[src/rtl/lsu_mem_ctrl_if.sv]
// lsu_mem_ctrl_if: EXU request, WBU response and AXI4-Lite data-port signals of the LSU.
interface lsu_mem_ctrl_if #(
    parameter int ADDR_W = 32
);
    logic              in_valid, in_ready, in_wen;
    logic [2:0]        in_func3;
    logic [ADDR_W-1:0] in_addr;
    logic [31:0]       in_wdata;
    logic              out_valid, out_ready, out_err;
    logic [31:0]       out_rdata;
    logic              awvalid, awready, wvalid, wready, bvalid, bready;
    logic [ADDR_W-1:0] awaddr, araddr;
    logic [31:0]       wdata, rdata;
    logic [3:0]        wstrb;
    logic [1:0]        bresp, rresp;
    logic              arvalid, arready, rvalid, rready;

    modport master (
        input  in_valid, in_wen, in_func3, in_addr, in_wdata, out_ready,
               awready, wready, bvalid, bresp, arready, rvalid, rdata, rresp,
        output in_ready, out_valid, out_rdata, out_err,
               awvalid, awaddr, wvalid, wdata, wstrb, bready, arvalid, araddr, rready
    );

    modport slave (
        output in_valid, in_wen, in_func3, in_addr, in_wdata, out_ready,
               awready, wready, bvalid, bresp, arready, rvalid, rdata, rresp,
        input  in_ready, out_valid, out_rdata, out_err,
               awvalid, awaddr, wvalid, wdata, wstrb, bready, arvalid, araddr, rready
    );
endinterface

[src/rtl/lsu_mem_ctrl.sv]
// lsu_mem_ctrl: single-outstanding load/store sequencer onto an AXI4-Lite data port.
module lsu_mem_ctrl #(
    parameter int ADDR_W      = 32,
    parameter bit CHECK_ALIGN = 1'b1
) (
    input logic            clock,
    input logic            reset,
    lsu_mem_ctrl_if.master bus
);
    typedef enum logic [2:0] {IDLE, WRITE, WRESP, READ, RDATA, RESP} state_t;

    state_t            state, state_nx;
    logic [ADDR_W-1:0] addr;
    logic [2:0]        func3;
    logic [31:0]       wdata, rdata, fmt_wdata, ext_rdata;
    logic [3:0]        wstrb, fmt_wstrb;
    logic              err, aw_done, w_done, bad, misaligned, accept, aw_hs, w_hs;
    logic [1:0]        off;
    logic [7:0]        lb;
    logic [15:0]       lh;

    assign off        = bus.in_addr[1:0];
    assign accept     = state == IDLE && bus.in_valid;
    assign bad        = (bus.in_func3[1:0] == 2'b11) | (bus.in_wen ? bus.in_func3[2] : bus.in_func3 == 3'b110);
    assign misaligned = CHECK_ALIGN && ((bus.in_func3[1:0] == 2'b01 && off[0]) ||
                                        (bus.in_func3[1:0] == 2'b10 && off != 2'b00));
    assign fmt_wdata  = bus.in_func3[1:0] == 2'b00 ? {24'b0, bus.in_wdata[7:0]} << {off, 3'b0} :
                        bus.in_func3[1:0] == 2'b01 ? {16'b0, bus.in_wdata[15:0]} << {off[1], 4'b0} :
                        bus.in_wdata;
    assign fmt_wstrb  = bus.in_func3[1:0] == 2'b00 ? 4'b0001 << off :
                        bus.in_func3[1:0] == 2'b01 ? 4'b0011 << {off[1], 1'b0} : 4'b1111;

    // Lane select uses the latched address; func3[2] distinguishes zero- from sign-extension.
    assign lb        = 8'(bus.rdata >> {addr[1:0], 3'b0});
    assign lh        = 16'(bus.rdata >> {addr[1], 4'b0});
    assign ext_rdata = func3[1:0] == 2'b00 ? {{24{~func3[2] & lb[7]}}, lb} :
                       func3[1:0] == 2'b01 ? {{16{~func3[2] & lh[15]}}, lh} : bus.rdata;

    assign bus.in_ready  = state == IDLE;
    assign bus.awvalid   = state == WRITE && !aw_done;
    assign bus.wvalid    = state == WRITE && !w_done;
    assign bus.bready    = state == WRESP;
    assign bus.arvalid   = state == READ;
    assign bus.rready    = state == RDATA;
    assign bus.out_valid = state == RESP;
    assign bus.out_rdata = rdata;
    assign bus.out_err   = err;
    assign bus.awaddr    = addr;
    assign bus.araddr    = addr;
    assign bus.wdata     = wdata;
    assign bus.wstrb     = wstrb;
    assign aw_hs         = bus.awvalid && bus.awready;
    assign w_hs          = bus.wvalid && bus.wready;

    always_comb begin
        state_nx = state;
        case (state)
            IDLE:    if (bus.in_valid) state_nx = (bad || misaligned) ? RESP : bus.in_wen ? WRITE : READ;
            WRITE:   if ((aw_done || aw_hs) && (w_done || w_hs)) state_nx = WRESP;
            WRESP:   if (bus.bvalid) state_nx = RESP;
            READ:    if (bus.arready) state_nx = RDATA;
            RDATA:   if (bus.rvalid) state_nx = RESP;
            RESP:    if (bus.out_ready) state_nx = IDLE;
            default: state_nx = IDLE;
        endcase
    end

    always_ff @(posedge clock or posedge reset) begin
        if (reset) begin
            state   <= IDLE;
            addr    <= '0;
            func3   <= '0;
            wdata   <= '0;
            wstrb   <= '0;
            rdata   <= '0;
            err     <= 1'b0;
            aw_done <= 1'b0;
            w_done  <= 1'b0;
        end else begin
            state <= state_nx;
            if (accept) begin
                addr    <= bus.in_addr;
                func3   <= bus.in_func3;
                wdata   <= fmt_wdata;
                wstrb   <= fmt_wstrb;
                rdata   <= '0;
                err     <= bad || misaligned;
                aw_done <= 1'b0;
                w_done  <= 1'b0;
            end
            if (aw_hs) aw_done <= 1'b1;
            if (w_hs) w_done <= 1'b1;
            if (state == WRESP && bus.bvalid) err <= |bus.bresp;
            if (state == RDATA && bus.rvalid) begin
                rdata <= ext_rdata;
                err   <= |bus.rresp;
            end
        end
    end
endmodule

[src/flat_wrapper.sv]
// flat-port wrapper written by rule: the top's interface ports become plain ports
module lsu_mem_ctrl_flat 
#(
    parameter int ADDR_W      = 32,
    parameter bit CHECK_ALIGN = 1'b1
)
  (clock, reset, bus_in_valid, bus_in_wen, bus_in_func3, bus_in_addr, bus_in_wdata, bus_out_ready, bus_awready, bus_wready, bus_bvalid, bus_bresp, bus_arready, bus_rvalid, bus_rdata, bus_rresp, bus_in_ready, bus_out_valid, bus_out_rdata, bus_out_err, bus_awvalid, bus_awaddr, bus_wvalid, bus_wdata, bus_wstrb, bus_bready, bus_arvalid, bus_araddr, bus_rready);
  lsu_mem_ctrl_if #(.ADDR_W(ADDR_W)) bus_i ();
  input logic clock;
  input logic reset;
  input wire logic [$bits(bus_i.in_valid)-1:0] bus_in_valid;
  input wire logic [$bits(bus_i.in_wen)-1:0] bus_in_wen;
  input wire logic [$bits(bus_i.in_func3)-1:0] bus_in_func3;
  input wire logic [$bits(bus_i.in_addr)-1:0] bus_in_addr;
  input wire logic [$bits(bus_i.in_wdata)-1:0] bus_in_wdata;
  input wire logic [$bits(bus_i.out_ready)-1:0] bus_out_ready;
  input wire logic [$bits(bus_i.awready)-1:0] bus_awready;
  input wire logic [$bits(bus_i.wready)-1:0] bus_wready;
  input wire logic [$bits(bus_i.bvalid)-1:0] bus_bvalid;
  input wire logic [$bits(bus_i.bresp)-1:0] bus_bresp;
  input wire logic [$bits(bus_i.arready)-1:0] bus_arready;
  input wire logic [$bits(bus_i.rvalid)-1:0] bus_rvalid;
  input wire logic [$bits(bus_i.rdata)-1:0] bus_rdata;
  input wire logic [$bits(bus_i.rresp)-1:0] bus_rresp;
  output wire logic [$bits(bus_i.in_ready)-1:0] bus_in_ready;
  output wire logic [$bits(bus_i.out_valid)-1:0] bus_out_valid;
  output wire logic [$bits(bus_i.out_rdata)-1:0] bus_out_rdata;
  output wire logic [$bits(bus_i.out_err)-1:0] bus_out_err;
  output wire logic [$bits(bus_i.awvalid)-1:0] bus_awvalid;
  output wire logic [$bits(bus_i.awaddr)-1:0] bus_awaddr;
  output wire logic [$bits(bus_i.wvalid)-1:0] bus_wvalid;
  output wire logic [$bits(bus_i.wdata)-1:0] bus_wdata;
  output wire logic [$bits(bus_i.wstrb)-1:0] bus_wstrb;
  output wire logic [$bits(bus_i.bready)-1:0] bus_bready;
  output wire logic [$bits(bus_i.arvalid)-1:0] bus_arvalid;
  output wire logic [$bits(bus_i.araddr)-1:0] bus_araddr;
  output wire logic [$bits(bus_i.rready)-1:0] bus_rready;
  assign bus_i.in_valid = bus_in_valid;
  assign bus_i.in_wen = bus_in_wen;
  assign bus_i.in_func3 = bus_in_func3;
  assign bus_i.in_addr = bus_in_addr;
  assign bus_i.in_wdata = bus_in_wdata;
  assign bus_i.out_ready = bus_out_ready;
  assign bus_i.awready = bus_awready;
  assign bus_i.wready = bus_wready;
  assign bus_i.bvalid = bus_bvalid;
  assign bus_i.bresp = bus_bresp;
  assign bus_i.arready = bus_arready;
  assign bus_i.rvalid = bus_rvalid;
  assign bus_i.rdata = bus_rdata;
  assign bus_i.rresp = bus_rresp;
  assign bus_in_ready = bus_i.in_ready;
  assign bus_out_valid = bus_i.out_valid;
  assign bus_out_rdata = bus_i.out_rdata;
  assign bus_out_err = bus_i.out_err;
  assign bus_awvalid = bus_i.awvalid;
  assign bus_awaddr = bus_i.awaddr;
  assign bus_wvalid = bus_i.wvalid;
  assign bus_wdata = bus_i.wdata;
  assign bus_wstrb = bus_i.wstrb;
  assign bus_bready = bus_i.bready;
  assign bus_arvalid = bus_i.arvalid;
  assign bus_araddr = bus_i.araddr;
  assign bus_rready = bus_i.rready;
  lsu_mem_ctrl #(.ADDR_W(ADDR_W), .CHECK_ALIGN(CHECK_ALIGN)) u_core (.clock(clock), .reset(reset), .bus(bus_i));
endmodule
[config.mk]
export PLATFORM = sky130hd
export DESIGN_NAME = lsu_mem_ctrl_flat
export DESIGN_NICKNAME = d
export VERILOG_FILES = /design/src/rtl/lsu_mem_ctrl_if.sv /design/src/rtl/lsu_mem_ctrl.sv /design/src/flat_wrapper.sv
export SDC_FILE = /design/constraint.sdc
export NUM_CORES = 1
export LEC_CHECK = 0
export ABC_AREA = 1
export CAP_MARGIN = 20
export CORE_UTILIZATION = 46
export DETAILED_ROUTE_END_ITERATION = 16
export HOLD_SLACK_MARGIN = 0.02
export PLACE_DENSITY = 0.93
export SKIP_CTS_REPAIR_TIMING = 1
export SYNTH_ARGS = -nofsm -noshare
export SYNTH_HDL_FRONTEND = slang
export SYNTH_SLANG_ARGS = --single-unit
[constraint.sdc]
create_clock -name clock -period 11.08 [get_ports clock]
set_clock_uncertainty 0.05 [all_clocks]
set_input_delay 2.216 -clock clock [delete_from_list [all_inputs] [get_ports clock]]
set_output_delay 2.216 -clock clock [all_outputs]
set_load 0.05 [all_outputs]
Word level (Yosys, flattened, before mapping)
Cells that the tools add are included.
{"block": "totals", "elab_cells": 86, "ff_bits": 109, "inputBits": 113}
{"block": "op_classes", "muxes": 24, "shifts": 6, "reduce_logical": 27, "bitwise_logic": 4, "n_eq_ne": 16}
{"operator": "32-bit two-way mux", "count": 6}
{"operator": "16-bit by 5-bit << shifter with 32-bit output", "count": 1}
{"operator": "8-bit by 5-bit << shifter with 32-bit output", "count": 1}
{"operator": "32-bit by 5-bit right shift with 16-bit output", "count": 1}
{"operator": "32-bit by 5-bit right shift with 8-bit output", "count": 1}
{"operator": "3-bit two-way mux", "count": 7}
{"operator": "3-bit one-hot mux with 6 select lines", "count": 1}
{"operator": "2-bit != test, second input constant", "count": 6}
{"operator": "1-bit logical AND", "count": 10}
{"operator": "3-bit equality test, second input constant", "count": 3}
{"operator": "4-bit two-way mux", "count": 2}
{"operator": "2-bit nonzero test", "count": 4}
{"operator": "1-bit two-way mux", "count": 7}
{"operator": "3-bit by 2-bit equality test with 1-bit output, second input constant", "count": 2}
{"operator": "6-bit AND reduction", "count": 1}
{"operator": "2-bit by 1-bit equality test with 1-bit output, second input constant", "count": 2}
{"operator": "2-bit equality test, second input constant", "count": 2}
{"operator": "2-bit zero test", "count": 2}
{"operator": "1-bit logical OR", "count": 4}
{"operator": "2-bit OR reduction", "count": 2}
{"operator": "1-bit by 2-bit << shifter with 4-bit output, first input constant", "count": 1}
{"operator": "2-bit by 2-bit << shifter with 4-bit output, first input constant", "count": 1}
{"operator": "3-bit by 1-bit equality test with 1-bit output, second input constant", "count": 1}
{"operator": "3-bit zero test", "count": 1}
{"operator": "6 further kinds", "count": 8}

Depth between registers and ports, before layout
{"block": "logic_depth", "depth_word": 7, "mapped_depth": 9}

Worst setup path after synthesis
Ideal clock, no wire load.
{"block": "synth_timing", "path_type": "register to output", "from": "register u_core.state[1]", "to": "output bus_wvalid", "arrival_ns": 1.507, "path_stages_with_launch": 6, "path_buffers": 0, "setup_slack_ns": 7.307, "cell_sequence": "dfrtp_1 > inv_1 > nand2_1 > nor2_1 > inv_1 > nor2_1"}
{"block": "synth_between", "elab_chain_len": 2}
{"item": "start: declaration", "line": "lsu_mem_ctrl.sv:12", "text": "state_t state, state_nx;"}
{"item": "start signal: assignment", "line": "lsu_mem_ctrl.sv:80", "text": "state <= state_nx;"}
{"item": "3-bit by 1-bit equality test with 1-bit output", "line": "lsu_mem_ctrl.sv:41", "text": "assign bus.wvalid = state == WRITE && !w_done;"}
{"item": "1-bit logical AND", "line": "lsu_mem_ctrl.sv:41"}
{"item": "end: declaration", "line": "flat_wrapper.sv:31", "text": "output wire logic [$bits(bus_i.wvalid)-1:0] bus_wvalid;"}
No other way between the ends.

Worst setup path after layout
Same ends and word-level chain as after synthesis.

==> impl_results.md <==
* Gr usage total at 27.5%
* Finished Cell Area at 0.00847 sq mm
* Worst-margin pin slew at 0.892 ns
* WP data required at 8.81 ns
* Starting Density at 47.8%
* I/O pins at 253
* VDD IR max at 258 uV
* Initial antenna violation count at 1
* Die footprint at 0.0131 sq mm
* GPL Wtd Cong at 0.921
* Routed WL per cell at 15.6 um
* Die height at 114 um
* Synth area leader: dfrtp_1
* Critical path arrival at 2.26 ns
* FFs w/ async S/R, synth at 100%
* Slew margin rel. at 40.2%
* Final TNS setup at 0 ns
* CP max FO at 6
* Synth top area share at 46.9%
* CTS tree: done
* # H-tree levels at 3
* Cell Rows at 40
* Drt drc at 0
* Netlist cell types at 29
* Post-Synthesis Cells at 782
* CP delay by family, top: buffers and inverters
* Clock root cell: clkbuf_16
* Min cycle time layout at 4.52 ns
* Crit Path Class: flop to output pin
* Layout cell share with drive strength beyond 1 at 4.16%
* Final Slew Violations at 0
* Post-synth EDFFs at 0
* Most common cell in the netlist: nand2_1
* Critical R2R Capture: u_core.bus.out_rdata[0]$_DFFE_PP0P_
* Pwr/cell area at 348 mW/mm^2
* Drt initial violations at 662
* Vias/cell at 5.26
* Worst skew pair latency at 0.34 ns
* Clock share of power at 11.9%
* Clock Pin Slew Worst Setup and Hold Paths at 0.07 ns
* Post-synth net total at 895
* CP Launch Type: flop
* Number of antenna-violating nets in the routed design at 0
* Final setup viols at 0
* DIE WIDTH at 114 um
* Static leakage at 4.14 nW
* Layout overhead on the synthesized area at 45.6%
* Sw power at 0.00158 W
* Final core utilization at 69.6%
* Mean Syn Cell Area at 7.44 sq um
* Synth area leaders: dfrtp_1 (47%), nand2_1 (21%), nand3_1 (6.8%)
* CP Buf/Inv Count at 3
* First-pass GRT wire length at 28000 um
* Final hold vios at 0
* Hpwl dp at 13200 um
* Sequential share of the synthesized area at 46.9%
* Gate power share at 63.6%
* Crit-path cells: inv_1 -> nand2_1 -> nor2_1 -> inv_1 -> nor2_1 -> clkdlybuf4s50_1
* Period utilization at 40.8%
* Core area at 0.0122 sq mm
* Synth warnings at 0
* Worst min-delay path startpoint: u_core.bus.out_rdata[16]$_DFFE_PP0P_
* Largest stage delay, worst path at 0.83 ns
* Sw frac at 53.7%
* # nets final at 1093
* Worst Hold Path Cells at 2
* Crit. End Element: output pin
* Seq pwr share at 24.5%
* Hold Path End: u_core.bus.out_rdata[16]$_DFFE_PP0P_
* Fillers at 932
* CTS Buffer Depth at 2
* Slowest CP cell: clkdlybuf4s50_1
* Global route total overflow at 0
* Highest Clock Rate at 221 MHz
* DRT Wirelength at 18000 um
* Placed Cells incl. Taps at 1137
* Flops & latches, synth at 109
* Reg-to-reg setup timing slack at 8.82 ns
* Pre-antenna DRT Iters at 5
* Max Cap Viol at 0
* Worst hold path type: flop to flop
* Via count at 6065
* Total CTS buffers at 9
* Placed inst area at 0.00814 sq mm
* I/O Buffers at 252
* Reg-to-Reg Start: u_core.state[0]$_DFFE_PP0P_
* Run status: complete, no violations
* Final Non-Filler Cells at 1154
* Worst reg2reg path depth at 7
* Top cells by count, synth: nand2_1 (329), dfrtp_1 (109), nand3_1 (79)
* RSZ-0062 raised after global routing: false
* Most used DFF post-synth: dfrtp_1
* Post-Syn Area at 0.00582 sq mm
* Clk sinks at 109
* Vias in the first global route at 5708
* Largest net degree at the start of global routing at 68
* Internal at 0.00137 W
[through the flow]
step                      setup slack (ns)  total power (W)  hold WS (ns)
after floorplan                       5.94          0.00206         0.422
after CTS                             6.54          0.00295         0.436
after global placement                6.85          0.00257         0.411
final                                 6.56          0.00295         0.432
after detailed placement              6.72          0.00260         0.416
after global routing                  6.38          0.00309         0.459
[kinds of logic after synthesis]
| group | after synthesis | share of synthesized area, % |
|---|---|---|
| flops | 109 | 46.9 |
| compound gates | 98 | 9.85 |
| simple gates | 443 | 31.7 |
| buf+inv | 132 | 11.6 |
[sequential cells by signal, indices dropped and copies added (netlist names)]
register              cells
u_core.func3              3
u_core.bus.out_rdata     32
u_core.aw_done            1
u_core.state              3
u_core.bus.araddr        32
u_core.w_done             1
u_core.bus.out_err        1
u_core.bus.wstrb          4
u_core.bus.wdata         32
[placed cells by master (no fill, tap or decap), types with 2 or more instances in the layout]
cell type / netlist / routed
a21oi_1: 23 / 23
a2bb2oi_1: 10 / 10
buf_4: 40 / 3
bufinv_16: 0 / 2
clkbuf_16: 0 / 9
clkdlybuf4s50_1: 0 / 252
clkinvlp_4: 0 / 2
dfrtp_1: 109 / 109
inv_1: 55 / 54
inv_2: 8 / 8
nand2_1: 329 / 329
nand2_2: 6 / 6
nand3_1: 79 / 79
nand3b_1: 2 / 2
nor2_1: 17 / 17
nor2_4: 3 / 3
o21a_1: 2 / 2
o21ai_0: 32 / 32
o21ai_1: 14 / 14
o22a_1: 7 / 7
o22ai_1: 8 / 8
[cell type report]
cell class / instances / area [sq um] / area share (%)
Sequential cell: 109 / 2730 / 32.2
Inverter: 64 / 243 / 2.87
Multi-Input combinational cell: 541 / 2420 / 28.5
Antenna cell: 1 / 2.50 / 0.0296
Clock buffer: 9 / 225 / 2.66
Timing Repair Buffer: 255 / 2540 / 30.1
Tap cell: 168 / 210 / 2.48
Clock inverter: 7 / 97.6 / 1.15
[worst max-delay path by stage]
stage | slack [ns] | from | endpoint | cells after the start
detailed placement | 6.72 | bus_in_func3[1] | u_core.bus.wdata[4]$_DFFE_PP0P_ | 7
CTS | 6.54 | u_core.state[1]$_DFFE_PP0P_ | bus_wvalid | 6
global placement | 6.85 | bus_in_valid | u_core.bus.out_rdata[6]$_DFFE_PP0P_ | 7
global route | 6.38 | u_core.state[1]$_DFFE_PP0P_ | bus_wvalid | 6
finish | 6.56 | u_core.state[1]$_DFFE_PP0P_ | bus_wvalid | 6
floorplan | 5.94 | reset | u_core.aw_done$_DFFE_PP0P_ | 1
[power groups by stage]
stage | sequential (W) | combinational, W | clock (W)
floorplan | 0.00124 | 0.000821 | 0
global placement | 0.000723 | 0.00184 | 0
detailed placement | 0.000721 | 0.00188 | 0
CTS | 0.000721 | 0.00188 | 0.000353
global route | 0.000743 | 0.00199 | 0.000365
finish | 0.000723 | 0.00188 | 0.000349
[per-layer routing]
metal,GRT usage (%),up-vias,share of wire (%),wire (um)
li1,-,2846,-,-
met1,31.6,2857,38,6790
met2,48.8,322,50,9030
met3,7.57,40,9.5,1710
met4,10.4,0,2.6,472
met5,0,-,0,0
[worst min-delay path: stages, from the launching register on]
cell and delay [ns]:
dfrtp_1 0.35, nand2_1 0.05, nand2_1 0.05
Note: power is estimated with default switching activity, not from simulation.
